`src/rtl/fifo_drain_if.sv`:
```
`default_nettype none
// ============================================================================
// Module   : fifo_drain_if
// Brief    : FIFO read port plus outgoing valid/ready stream of the drain
//            controller. The master modport is the controller side.
// Revision : 1.0
// ============================================================================
interface fifo_drain_if #(
  parameter int DATA_WIDTH = 8
);
  logic [DATA_WIDTH-1:0] FIFO_data_out;
  logic                  FIFO_empty;
  logic                  FIFO_full;
  logic                  read_enable;
  logic [DATA_WIDTH-1:0] data_out;
  logic                  valid_out;
  logic                  ready_in;

  modport master (
    input  FIFO_data_out, FIFO_empty, FIFO_full, ready_in,
    output read_enable, data_out, valid_out
  );

  modport slave (
    output FIFO_data_out, FIFO_empty, FIFO_full, ready_in,
    input  read_enable, data_out, valid_out
  );
endinterface
`default_nettype wire

```
`src/rtl/fifo_drain_ctrl.sv`:
```
`default_nettype none
// ============================================================================
// Module   : fifo_drain_ctrl
// Brief    : Pops a FIFO with 1-clk read latency into a 2-entry skid buffer and
//            streams the words out over valid/ready. Define CHECKSUM_EN to add
//            an XOR checksum output of all delivered words.
// Revision : 1.0
// ============================================================================
module fifo_drain_ctrl #(
  parameter int DATA_WIDTH = 8,
  parameter int CNT_WIDTH  = 16
) (
  input  logic                  clk,
  input  logic                  Reset,
  input  logic                  Enable,
  fifo_drain_if.master          bus,
  output logic [CNT_WIDTH-1:0]  word_count,
  output logic                  stat_full,
  output logic                  busy
`ifdef CHECKSUM_EN
  ,
  output logic [DATA_WIDTH-1:0] checksum
`endif
);

  typedef enum logic [1:0] {
    S_IDLE  = 2'd0,
    S_RUN   = 2'd1,
    S_DRAIN = 2'd2
  } state_t;

  localparam logic [CNT_WIDTH-1:0] c_cnt_one = CNT_WIDTH'(1);

  state_t                r_state;
  state_t                w_state_nxt;
  logic [DATA_WIDTH-1:0] r_head;
  logic [DATA_WIDTH-1:0] r_tail;
  logic [1:0]            r_occ;
  logic                  r_rd_en;
  logic [CNT_WIDTH-1:0]  r_count;
  logic                  r_stat_full;
  logic                  w_xfer;
  logic                  w_cap;
  logic                  w_pop;
  logic                  w_credit;
  logic                  w_start;
  logic [1:0]            w_occ_freed;

  assign w_xfer      = (r_occ != 2'd0) && bus.ready_in;
  assign w_cap       = r_rd_en;
  // A word leaving this edge frees its slot; the in-flight word needs one.
  assign w_occ_freed = r_occ - {1'b0, w_xfer};
  assign w_credit    = ({1'b0, w_occ_freed} + {2'b00, r_rd_en}) <= 3'd1;
  assign w_start     = (r_state == S_IDLE) && Enable;

  always_ff @(posedge clk or posedge Reset) begin
    if (Reset) begin
      r_state <= S_IDLE;
    end else begin
      r_state <= w_state_nxt;
    end
  end

  always_comb begin
    w_state_nxt = r_state;
    w_pop       = 1'b0;
    case (r_state)
      S_IDLE: begin
        if (Enable) w_state_nxt = S_RUN;
      end
      S_RUN: begin
        w_pop = Enable && !bus.FIFO_empty && w_credit;
        if (!Enable) w_state_nxt = S_DRAIN;
      end
      S_DRAIN: begin
        if (Enable) begin
          w_state_nxt = S_RUN;
        end else if (!r_rd_en && (r_occ == 2'd0)) begin
          w_state_nxt = S_IDLE;
        end
      end
      default: w_state_nxt = S_IDLE;
    endcase
  end

  always_ff @(posedge clk or posedge Reset) begin
    if (Reset) begin
      r_head      <= '0;
      r_tail      <= '0;
      r_occ       <= 2'd0;
      r_rd_en     <= 1'b0;
      r_count     <= '0;
      r_stat_full <= 1'b0;
    end else begin
      r_rd_en     <= w_pop;
      r_stat_full <= bus.FIFO_full;
      if (w_xfer) r_count <= r_count + c_cnt_one;

      if (w_xfer && w_cap) begin
        if (r_occ == 2'd2) begin
          r_head <= r_tail;
          r_tail <= bus.FIFO_data_out;
        end else begin
          r_head <= bus.FIFO_data_out;
        end
      end else if (w_xfer) begin
        if (r_occ == 2'd2) r_head <= r_tail;
        r_occ <= r_occ - 2'd1;
      end else if (w_cap) begin
        if (r_occ == 2'd0) begin
          r_head <= bus.FIFO_data_out;
        end else begin
          r_tail <= bus.FIFO_data_out;
        end
        r_occ <= r_occ + 2'd1;
      end
    end
  end

`ifdef CHECKSUM_EN
  logic [DATA_WIDTH-1:0] r_checksum;

  // IDLE holds an empty buffer, so the clear never competes with a transfer.
  always_ff @(posedge clk or posedge Reset) begin
    if (Reset) begin
      r_checksum <= '0;
    end else if (w_start) begin
      r_checksum <= '0;
    end else if (w_xfer) begin
      r_checksum <= r_checksum ^ r_head;
    end
  end

  assign checksum = r_checksum;
`endif

  a_no_capture_into_full: assert property (@(posedge clk) disable iff (Reset)
    !(w_cap && !w_xfer && (r_occ == 2'd2)));

  assign bus.read_enable = r_rd_en;
  assign bus.data_out    = r_head;
  assign bus.valid_out   = (r_occ != 2'd0);
  assign word_count      = r_count;
  assign stat_full       = r_stat_full;
  assign busy            = (r_state != S_IDLE);

endmodule
`default_nettype wire

```
`src/flat_wrapper.sv`:
```
// flat-port wrapper written by rule: the top's interface ports become plain ports
module fifo_drain_ctrl_flat 
#(
  parameter int DATA_WIDTH = 8,
  parameter int CNT_WIDTH  = 16
)
  (clk, Reset, Enable, word_count, stat_full, busy, bus_FIFO_data_out, bus_FIFO_empty, bus_FIFO_full, bus_ready_in, bus_read_enable, bus_data_out, bus_valid_out);
  fifo_drain_if #(.DATA_WIDTH(DATA_WIDTH)) bus_i ();
  input  logic clk;
  input  logic Reset;
  input  logic Enable;
  output logic [CNT_WIDTH-1:0] word_count;
  output logic stat_full;
  output logic busy;
  input wire logic [$bits(bus_i.FIFO_data_out)-1:0] bus_FIFO_data_out;
  input wire logic [$bits(bus_i.FIFO_empty)-1:0] bus_FIFO_empty;
  input wire logic [$bits(bus_i.FIFO_full)-1:0] bus_FIFO_full;
  input wire logic [$bits(bus_i.ready_in)-1:0] bus_ready_in;
  output wire logic [$bits(bus_i.read_enable)-1:0] bus_read_enable;
  output wire logic [$bits(bus_i.data_out)-1:0] bus_data_out;
  output wire logic [$bits(bus_i.valid_out)-1:0] bus_valid_out;
  assign bus_i.FIFO_data_out = bus_FIFO_data_out;
  assign bus_i.FIFO_empty = bus_FIFO_empty;
  assign bus_i.FIFO_full = bus_FIFO_full;
  assign bus_i.ready_in = bus_ready_in;
  assign bus_read_enable = bus_i.read_enable;
  assign bus_data_out = bus_i.data_out;
  assign bus_valid_out = bus_i.valid_out;
  fifo_drain_ctrl #(.DATA_WIDTH(DATA_WIDTH), .CNT_WIDTH(CNT_WIDTH)) u_core (.clk(clk), .Reset(Reset), .Enable(Enable), .bus(bus_i), .word_count(word_count), .stat_full(stat_full), .busy(busy));
endmodule
```
`config.mk`:
```
export PLATFORM = sky130hd
export DESIGN_NAME = fifo_drain_ctrl_flat
export DESIGN_NICKNAME = d
export VERILOG_FILES = /design/src/rtl/fifo_drain_if.sv /design/src/rtl/fifo_drain_ctrl.sv /design/src/flat_wrapper.sv
export SDC_FILE = /design/constraint.sdc
export NUM_CORES = 1
export LEC_CHECK = 0
export CORE_MARGIN = 2
export CORE_UTILIZATION = 48
export DETAILED_ROUTE_END_ITERATION = 8
export GPL_TIMING_DRIVEN = 0
export PLACE_DENSITY = 0.74
export SLEW_MARGIN = 20
export SYNTH_ARGS = -nofsm -noshare
export SYNTH_HDL_FRONTEND = slang
export SYNTH_SLANG_ARGS = --single-unit
```
`constraint.sdc`:
```
create_clock -name clk -period 1.9 [get_ports clk]
set_input_delay 0.38 -clock clk [delete_from_list [all_inputs] [get_ports clk]]
set_output_delay 0.38 -clock clk [all_outputs]
set_load 0.005 [all_outputs]
```
==> flow_summary.ini, run 1 <==
[outcome]
status = finished clean

[floorplanning]
core_region_area_sq_mm = 0.003390
start_util = 0.5061
fp.dieW_um = 63.78
die_y_um = 63.78
std_cell_rows = 21
die_area_sq_mm = 0.004068
ios = 42

[critical_path]
r2r_setup_slack_ns = 0.33
max_stage_delay_ns = 0.39
reg2reg_depth = 5
cp_slowest_cell = dfrtp_1
crit_path_start_kind = flop
required_ns = 1.52
crit_start = u_core.r_occ[1]
path_max_fanout = 10
crit_chain = buf_4 > or2_4 > dlygate4sd2_1
crit_type = flop to output pin
arrival_ns = 1.43
crit_path_end_kind = output pin
worstReg2RegStart = u_core.r_occ[1]

[power]
netSwitchingPower_uw = 526.1
vdd_ir_drop_max_v = 0.0004912
combPwrFrac = 0.226
seqPwrFrac = 0.546
powerDensity_mw_per_mm2 = 851.8
p_sw_frac = 0.2714
intPower_uw = 1413
pwr-share-clk = 0.227
p_leak_uw = 0.001031

[hold_path]
min_path_type = primary input to asynchronous set/reset pin

[final_layout]
layout-drive-gt1-share = 0.1466
multiInputGateArea_sq_um = 730.7
diodes = 0
area.growth.synth_to_final_pct = 32.68
seq_area_sq_um = 950.9
fill_cells = 271
fin_nets = 205

[logic_synthesis]
synth_area_per_cell_sq_um = 12.25
synth-seq-cells = 38
postSynthCellCount = 140
syn-num-nets = 155
synth_cell_types = 38
yosysWarnings = 0
syn_area_sq_mm = 0.001715
yosysSeqAreaShare = 0.5543

[routing]
drc_errors = 0
wire_per_inst_um = 13.90
final_antenna_net_count = 0
via_per_inst = 5.308
drt_iter0_drc = 41
first_pass_iters = 4
vias = 1258
route.final.wire_length_um = 3295

[sta]
setup_viol = 0
tns_ns = 0
skew_ns = 0.008257
max_freq_mhz = 554.0
period_needed_ns = 1.805
rsz0062_at_grt = false
holdWs_ns = 0.2933
maxSlewViolCount = 0
worst_pin_slew_ns = 0.4223
fin_crit_sh = 0.9500
hold_viol = 0
relSlewSlack = 0.7182

[clock_network]
numClockSinks = 38
cts_buffers = 5
clk_pin_slew_ns = 0.12
cts_max_level = 2
clockBufferDepth = 2
cts_tree = yes
root_buffer = clkbuf_4
clk_latency_ns = 0.34
ctsHoldBuffers = 0

[grt]
grt_start_max_net_pins = 28
first_global_vias = 1252
grt_first_pass_wirelength_um = 5740
grt_overflow = 0
grt_usage = 0.1812
antenna_found_initial = 0

[placement]
hpwl_um = 2446
portBuffers = 41
place_congestion = 0.7682

[job]
drv_cap = 0
cell type report:
class | count | area share
clock inverters | 2 | 0.005498
repair buffers | 43 | 0.1930
well taps | 46 | 0.02529
plain buffers | 4 | 0.009896
multi-input cells | 95 | 0.3211
inverters | 3 | 0.004948
clock buffers | 6 | 0.02254
flip-flops and latches | 38 | 0.4178
cell usage after synthesis (all sizes together):
library cell,count,area [sq um]
a21boi,2,26.28
a21o,2,15.01
a21oi,5,25.02
a221o,6,60.06
a2bb2oi,1,15.01
a32oi,2,17.52
and2,7,43.79
and4,1,8.760
buf,4,22.52
dfrtp,38,950.9
ha,1,12.51
inv,3,11.26
mux2,8,90.09
nand2,9,41.29
nand2b,3,18.77
nand3,3,15.01
nand3b,1,7.510
nand4,8,62.56
nor2,5,21.27
nor2b,3,21.27
nor3,3,25.02
nor3b,1,12.51
nor4b,1,8.760
o21a,1,7.510
o21ai,4,20.02
or2,2,15.02
xnor2,13,113.9
xor2,3,26.28
stage by stage:
stage	setup WS (ns)	utilization	area (sq um)	cells	power, uW
global route	0.02620	0.6715	2276	237	2060
global placement	-0.1373	0.6441	2183	227	1494
CTS	0.02627	0.6685	2266	236	1966
floorplan	0.4341	-	1715	140	1255
finish	0.09491	0.6715	2276	237	1939
detailed placement	-0.1140	0.6501	2203	228	1525
cell usage in the layout, fill, tap and decap left out, types with 2 or more instances in the layout:
cell type	netlist	final
nand4_2	2	2
nor3_2	2	2
buf_4	1	2
nor2b_1	2	2
inv_2	1	2
o21ai_0	2	2
o21ai_1	2	2
nand3_1	3	3
xor2_1	3	3
nand4_1	6	6
buf_2	3	3
a32oi_1	2	2
clkbuf_4	0	5
and2_1	7	7
a21o_1	2	2
nand2b_1	3	3
nand2_1	8	8
a21oi_1	5	5
xnor2_1	13	13
mux2_1	8	8
dfrtp_1	38	38
a221o_1	6	6
nor2_1	4	4
clkdlybuf4s50_1	0	39
critical path, delay by kind of cell, from the launching register on:
kind / cells / cell delay [ns]
buffers and inverters: 2 / 0.44
DFF: 1 / 0.39
and+or+nand+nor: 1 / 0.27
path summary, 6_finish.rpt:
| check | end |
|---|---|
| max | bus_valid_out |
| min | u_core.bus.data_out[6] |
| max reg2reg | u_core.r_tail[2] |
| min reg2reg | u_core.word_count[15] |
| max in group asynchronous | u_core.word_count[9] |
| min in group clk | u_core.stat_full |
kinds of logic after synthesis:
logic type,Yosys count,synth area share
buf+inv,7,0.01969
simple gates,47,0.1758
fa+ha+maj,1,0.007293
mux,8,0.05252
flops,38,0.5543
xor+xnor,16,0.08170
compound gates,23,0.1087
power groups by stage:
stage	Sequential [uW]	Combinational (uW)	Clock [uW]
2_1_floorplan	1060	194	0
3_3_place_gp	1070	427	0
3_5_place_dp	1080	449	0
4_1_cts	1060	448	457
5_1_grt	1080	485	497
6_report	1060	439	440
layer usage:
layer	track usage	share of wire	vias to the layer above
met5	0	0	-
met1	0.2313	0.44	619
met2	0.2982	0.50	34
li1	-	-	597
met4	0.07880	0.017	0
met3	0.03697	0.042	8
state kept, by name, summed over array words and instances, names as in the netlist:
register                count
u_core.bus.data_out         8
u_core.r_occ                2
u_core.bus.read_enable      1
u_core.r_state              2
u_core.r_tail               8
u_core.stat_full            1
u_core.word_count          16
what timing repair did:
action	in CTS	in global routing
buffers inserted	0	1
resized for setup	1	1
endpoints found under the hold margin	0	0
setup endpoints to repair	1	1
Note: power is estimated with default switching activity, not from simulation.
==> inputs of run 2 (changes only) <==
--- a/config.mk
+++ b/config.mk
@@ -5,11 +5,13 @@
 export SDC_FILE = /design/constraint.sdc
 export NUM_CORES = 1
 export LEC_CHECK = 0
+export CELL_PAD_IN_SITES_DETAIL_PLACEMENT = 0
+export CELL_PAD_IN_SITES_GLOBAL_PLACEMENT = 1
 export CORE_MARGIN = 2
-export CORE_UTILIZATION = 48
+export CORE_UTILIZATION = 41
 export DETAILED_ROUTE_END_ITERATION = 8
 export GPL_TIMING_DRIVEN = 0
-export PLACE_DENSITY = 0.74
+export PLACE_DENSITY = 0.79
 export SLEW_MARGIN = 20
 export SYNTH_ARGS = -nofsm -noshare
 export SYNTH_HDL_FRONTEND = slang
==> constraint.sdc (replaced) <==
create_clock -name clk -period 2.2 [get_ports clk]
set_input_delay 0.44 -clock clk [delete_from_list [all_inputs] [get_ports clk]]
set_output_delay 0.44 -clock clk [all_outputs]
set_load 0.005 [all_outputs]
==> run 2 against run 1 <==
Combinational power is 14% lower. Flip-flop and latch count did not move. First-iteration DRC count grew 44%. Count of clock-buffer cells in the layout increased by 1. Clock skew shrank 0.0067 ns. Sequential power fell by 14%. Via count down 2.9%. Largest cell class unchanged. Largest power group unchanged. Highest routed layer unchanged.
==> flow_summary.ini, run 2 (same netlist as run 1, synthesis figures left out) <==
[critical_path]
path_delay_family = buffers and inverters
worstReg2RegEnd = u_core.r_tail[4]
arrival_ns = 1.54
crit_type = flop to output pin
reg2reg_depth = 5
crit_path_end_kind = output pin
crit_path_start_kind = flop
required_ns = 1.76
r2r_setup_slack_ns = 0.65
path_buf_inv = 2
worstReg2RegStart = u_core.r_occ[1]
max_stage_delay_ns = 0.45
crit_chain = buf_4 > or2_4 > clkdlybuf4s50_1
cp_slowest_cell = clkdlybuf4s50_1
path_max_fanout = 10

[clock_network]
cts_tree = yes
clockBufferDepth = 2
clk_pin_slew_ns = 0.07
cts_resized = 0
cts_buffers = 5
cts_setup_buffers = 0
cts_max_level = 2
numClockSinks = 38
clk_latency_ns = 0.28
ctsHoldBuffers = 0
root_buffer = clkbuf_8

[floorplanning]
fp.dieW_um = 68.69
die_area_sq_mm = 0.004718
std_cell_rows = 23
start_util = 0.4288
core_region_area_sq_mm = 0.004000
ios = 42
die_y_um = 68.69

[placement]
hpwl_um = 2446
portBuffers = 41
dp.cells = 232
place_congestion = 0.6705

[grt]
grt_start_max_net_pins = 29
grt_overflow = 0
met3_usage = 0.04545
first_global_vias = 1182
grt_first_pass_wirelength_um = 5285
antenna_found_initial = 0
busiest_layer = met2
grt_usage = 0.1555
grt_use_met2 = 0.2488
grt_use_met1 = 0.1813

[routing]
wire_per_inst_um = 13.77
final_antenna_net_count = 0
route.final.wire_length_um = 3305
via_per_inst = 5.092
vias = 1222
first_pass_iters = 4
drc_errors = 0
drt_iter0_drc = 59

[power]
p_leak_uw = 0.001028
vdd_ir_drop_max_v = 0.0004440
powerDensity_mw_per_mm2 = 769.6

[sta]
hold_viol = 0
rsz0062_at_grt = false
max_freq_mhz = 504.1
maxSlewViolCount = 0
skew_ns = 0.001589
setup_viol = 0
fin_crit_sh = 0.9017
worst_pin_slew_ns = 0.4158
tns_ns = 0
period_needed_ns = 1.984
relSlewSlack = 0.7216

[final_layout]
final_core_util = 0.5749
fin_nets = 204
area.growth.synth_to_final_pct = 34.06
final_cell_mix = clkdlybuf4s50_1 (41), dfrtp_1 (38), xnor2_1 (13), mux2_1 (8), nand2_1 (8)
fill_cells = 338
layout-drive-gt1-share = 0.1368
largest_reg_flops = 16
layout_commonest_cell = clkdlybuf4s50_1
diodes = 0
fin_cells = 240

[outcome]
status = finished clean

[job]
drv_cap = 0

[hold_path]
min_path_type = primary input to asynchronous set/reset pin
==> run 2: worst max path at each step <==
stage	startpoint	end	slack [ns]	cells past startpoint
floorplan	u_core.r_occ[1]	u_core.r_tail[0]	0.73	5
global placement	Reset	u_core.bus.read_enable	0.1	2
detailed placement	bus_ready_in	u_core.word_count[15]	0.12	6
CTS	u_core.r_occ[1]	bus_valid_out	0.20	3
global route	u_core.r_occ[1]	bus_valid_out	0.14	3
finish	u_core.r_occ[1]	bus_valid_out	0.22	3
==> run 2: through the flow <==
step,hold slack (ns),cell area (sq um),power (uW),setup WS [ns]
global placement,0.4640,2188,1289,0.09962
detailed placement,0.4729,2208,1314,0.1156
global route,0.4235,2300,1879,0.1388
finish,0.4062,2300,1770,0.2162
floorplan,0.4496,1715,1084,0.7341
CTS,0.4015,2300,1807,0.1968
==> run 2: power breakdown <==
part	internal, uW	switching (uW)	total, uW	leakage, uW
Clock	252	225	477	0.0000482
Sequential	820	94.4	914	0.000502
Combinational	249	129	378	0.000478
==> run 2: area by class of cell <==
| cell class | count | area [sq um] | area share |
|---|---|---|---|
| plain buffers | 4 | 22.52 | 0.009793 |
| repair buffers | 42 | 430.4 | 0.1872 |
| inverters | 3 | 11.26 | 0.004897 |
| clock inverters | 1 | 5.005 | 0.002176 |
| flip-flops and latches | 38 | 950.9 | 0.4135 |
| multi-input cells | 95 | 730.7 | 0.3177 |
| well taps | 50 | 62.56 | 0.02720 |
| clock buffers | 7 | 86.33 | 0.03754 |
==> run 2: layer usage <==
metal | up-vias | part of all wire
met5 | - | 0
met4 | 0 | 0.022
met3 | 7 | 0.057
met2 | 29 | 0.48
met1 | 589 | 0.44
li1 | 597 | -
==> inputs of run 3 (changes only) <==
--- a/config.mk
+++ b/config.mk
@@ -16,3 +16,4 @@
 export SYNTH_ARGS = -nofsm -noshare
 export SYNTH_HDL_FRONTEND = slang
 export SYNTH_SLANG_ARGS = --single-unit
+export TNS_END_PERCENT = 20
==> results of run 3 <==
Final layout, timing and power as in run 2 (identical DEF).
==> edit, RTL diff (settings of run 1) <==
`DATA_WIDTH` is set to 8 in 3 places; all go to 6.
--- a/src/rtl/fifo_drain_if.sv
+++ b/src/rtl/fifo_drain_if.sv
@@ -8,3 +8,3 @@
 interface fifo_drain_if #(
-  parameter int DATA_WIDTH = 8
+  parameter int DATA_WIDTH = 6
 );
--- a/src/rtl/fifo_drain_ctrl.sv
+++ b/src/rtl/fifo_drain_ctrl.sv
@@ -9,3 +9,3 @@
 module fifo_drain_ctrl #(
-  parameter int DATA_WIDTH = 8,
+  parameter int DATA_WIDTH = 6,
   parameter int CNT_WIDTH  = 16
--- a/src/flat_wrapper.sv
+++ b/src/flat_wrapper.sv
@@ -3,3 +3,3 @@
 #(
-  parameter int DATA_WIDTH = 8,
+  parameter int DATA_WIDTH = 6,
   parameter int CNT_WIDTH  = 16
Interface: changed (resized bus_FIFO_data_out and bus_data_out); port bits go from 42 to 38. No check against the original RTL was run, so the function may have changed too.
==> edit against run 1 <==
  * Worst hold slack better by 0.094 ns
  * Largest cell class unchanged
  * Sequential power is 9% lower
  * Critical path depth is 1 higher
  * Routed wire length is 8.0% lower
  * Design area is 9.8% lower
  * Maximum frequency is 2.1% lower
  * Non-clock buffer count is 3 lower
  * Count of clock-buffer cells in the layout stayed put
  * Sequential cell count is 4 lower
  * Setup slack worse by 0.039 ns
  * Clock skew is 0.0020 ns higher
  * Power is 0.33% lower
  * Synthesized area is 11% lower
==> edit: results (changes against run 1) <==
most instantiated cells after synthesis=dfrtp_1 (34), xnor2_1 (15), nor2_1 (12); WL met1=1260 um (-13%); vias in the first global route=1,116 (-11%); Clock Skew=0.0102 ns (+0.00199 ns); met2 wire length=1600 um (-2.8%); sequential share of the synthesized area=0.559 (+0.00487); met2 Usage GRT=0.315 (+0.0170); routability cong.=0.811 (+5.6%); Leakage=0.000883 uW (-14%); Post-DP Area=1940 um^2 (-12%); Post-Route WL=3030 um (-8.0%); Min Hold Slack=0.388 ns (+0.0943 ns); met3 usage=0.0714 (+0.0345); layout cells sized above 1=0.156 (+0.00896); library cells used by synthesis=36 (-5.3%); WL/cell=13.5 um (-2.7%); routing usage on met1=0.206 (-0.0253); Final Net Count=193 (-5.9%); maximum fanout along the worst path=5 (-5); Syn Nets=146 (-5.8%); Max VDD drop=0.000552 V (+12%); worst reg2reg path depth=6 (+1); detail-routed via count per cell=5.11 (-3.8%); Post-Place Worst Slack=0.223 ns (+0.337 ns); Total GRT Usage=0.185 (+0.00354); status=complete, no violations; DR iter-0 viols=55 (+34%)
[edit: cell types whose count changed in the layout (fill, tap and decap cells not counted), sizes merged, moves of 3 or more]
cell	before	now
nand4	8	4
clkdlybuf4s50	39	34
nand3	3	8
a221o	6	0
nor2	5	12
o22ai	0	5
nor3	3	0
o21ai	4	7
dfrtp	38	34
and2	7	2
a21oi	5	2
[edit: tightest hold or removal path, stage by stage]
cell and delay [ns]:
buf_4 0.15, o21ai_2 0.10, xnor2_1 0.07
[edit: what timing repair did]
action                                  in CTS  in global routing
resized for setup                            1                  2
hold buffers                                 0                  0
endpoints found under the setup margin       1                  2
cloned                                       0                  0
buffers inserted                             0                  4
[edit: power groups by stage]
stage | clock [uW] | combinational, uW | sequential [uW]
after floorplan | 0 | 187 | 959
after global placement | 0 | 403 | 959
after detailed placement | 0 | 420 | 974
after CTS | 555 | 419 | 959
after global routing | 593 | 470 | 973
final | 551 | 422 | 960
[edit: logic make-up after synthesis]
| family | after synthesis |
|---|---|
| muxes | 7 |
| and+or+nand+nor | 47 |
| DFF | 34 |
| AOI/OAI and AO/OA | 21 |
| buffers and inverters | 7 |
| xor gates and xnor gates | 16 |
| adders and majority gates | 1 |
[edit: area by class of cell]
class,count,area [um^2]
clock inverters,1,30.0
clock buffers,6,51.3
flip-flops and latches,34,851
multi-input cells,92,622
inverters,3,11.3
fillers,238,975
repair buffers,40,392
well taps,44,55.1
plain buffers,4,41.3
[edit: how the worst max path moves through the flow]
stage / end / slack, ns / depth (start not counted)
global route: bus_valid_out / -0.0001 / 4
CTS: bus_valid_out / 0.02 / 4
global placement: u_core.r_state[0]$_DFFE_PP0P_ / 0.04 / 2
finish: bus_valid_out / 0.06 / 4
detailed placement: bus_valid_out / 0.22 / 4
floorplan: u_core.r_tail[0]$_DFFE_PP0P_ / 0.52 / 5
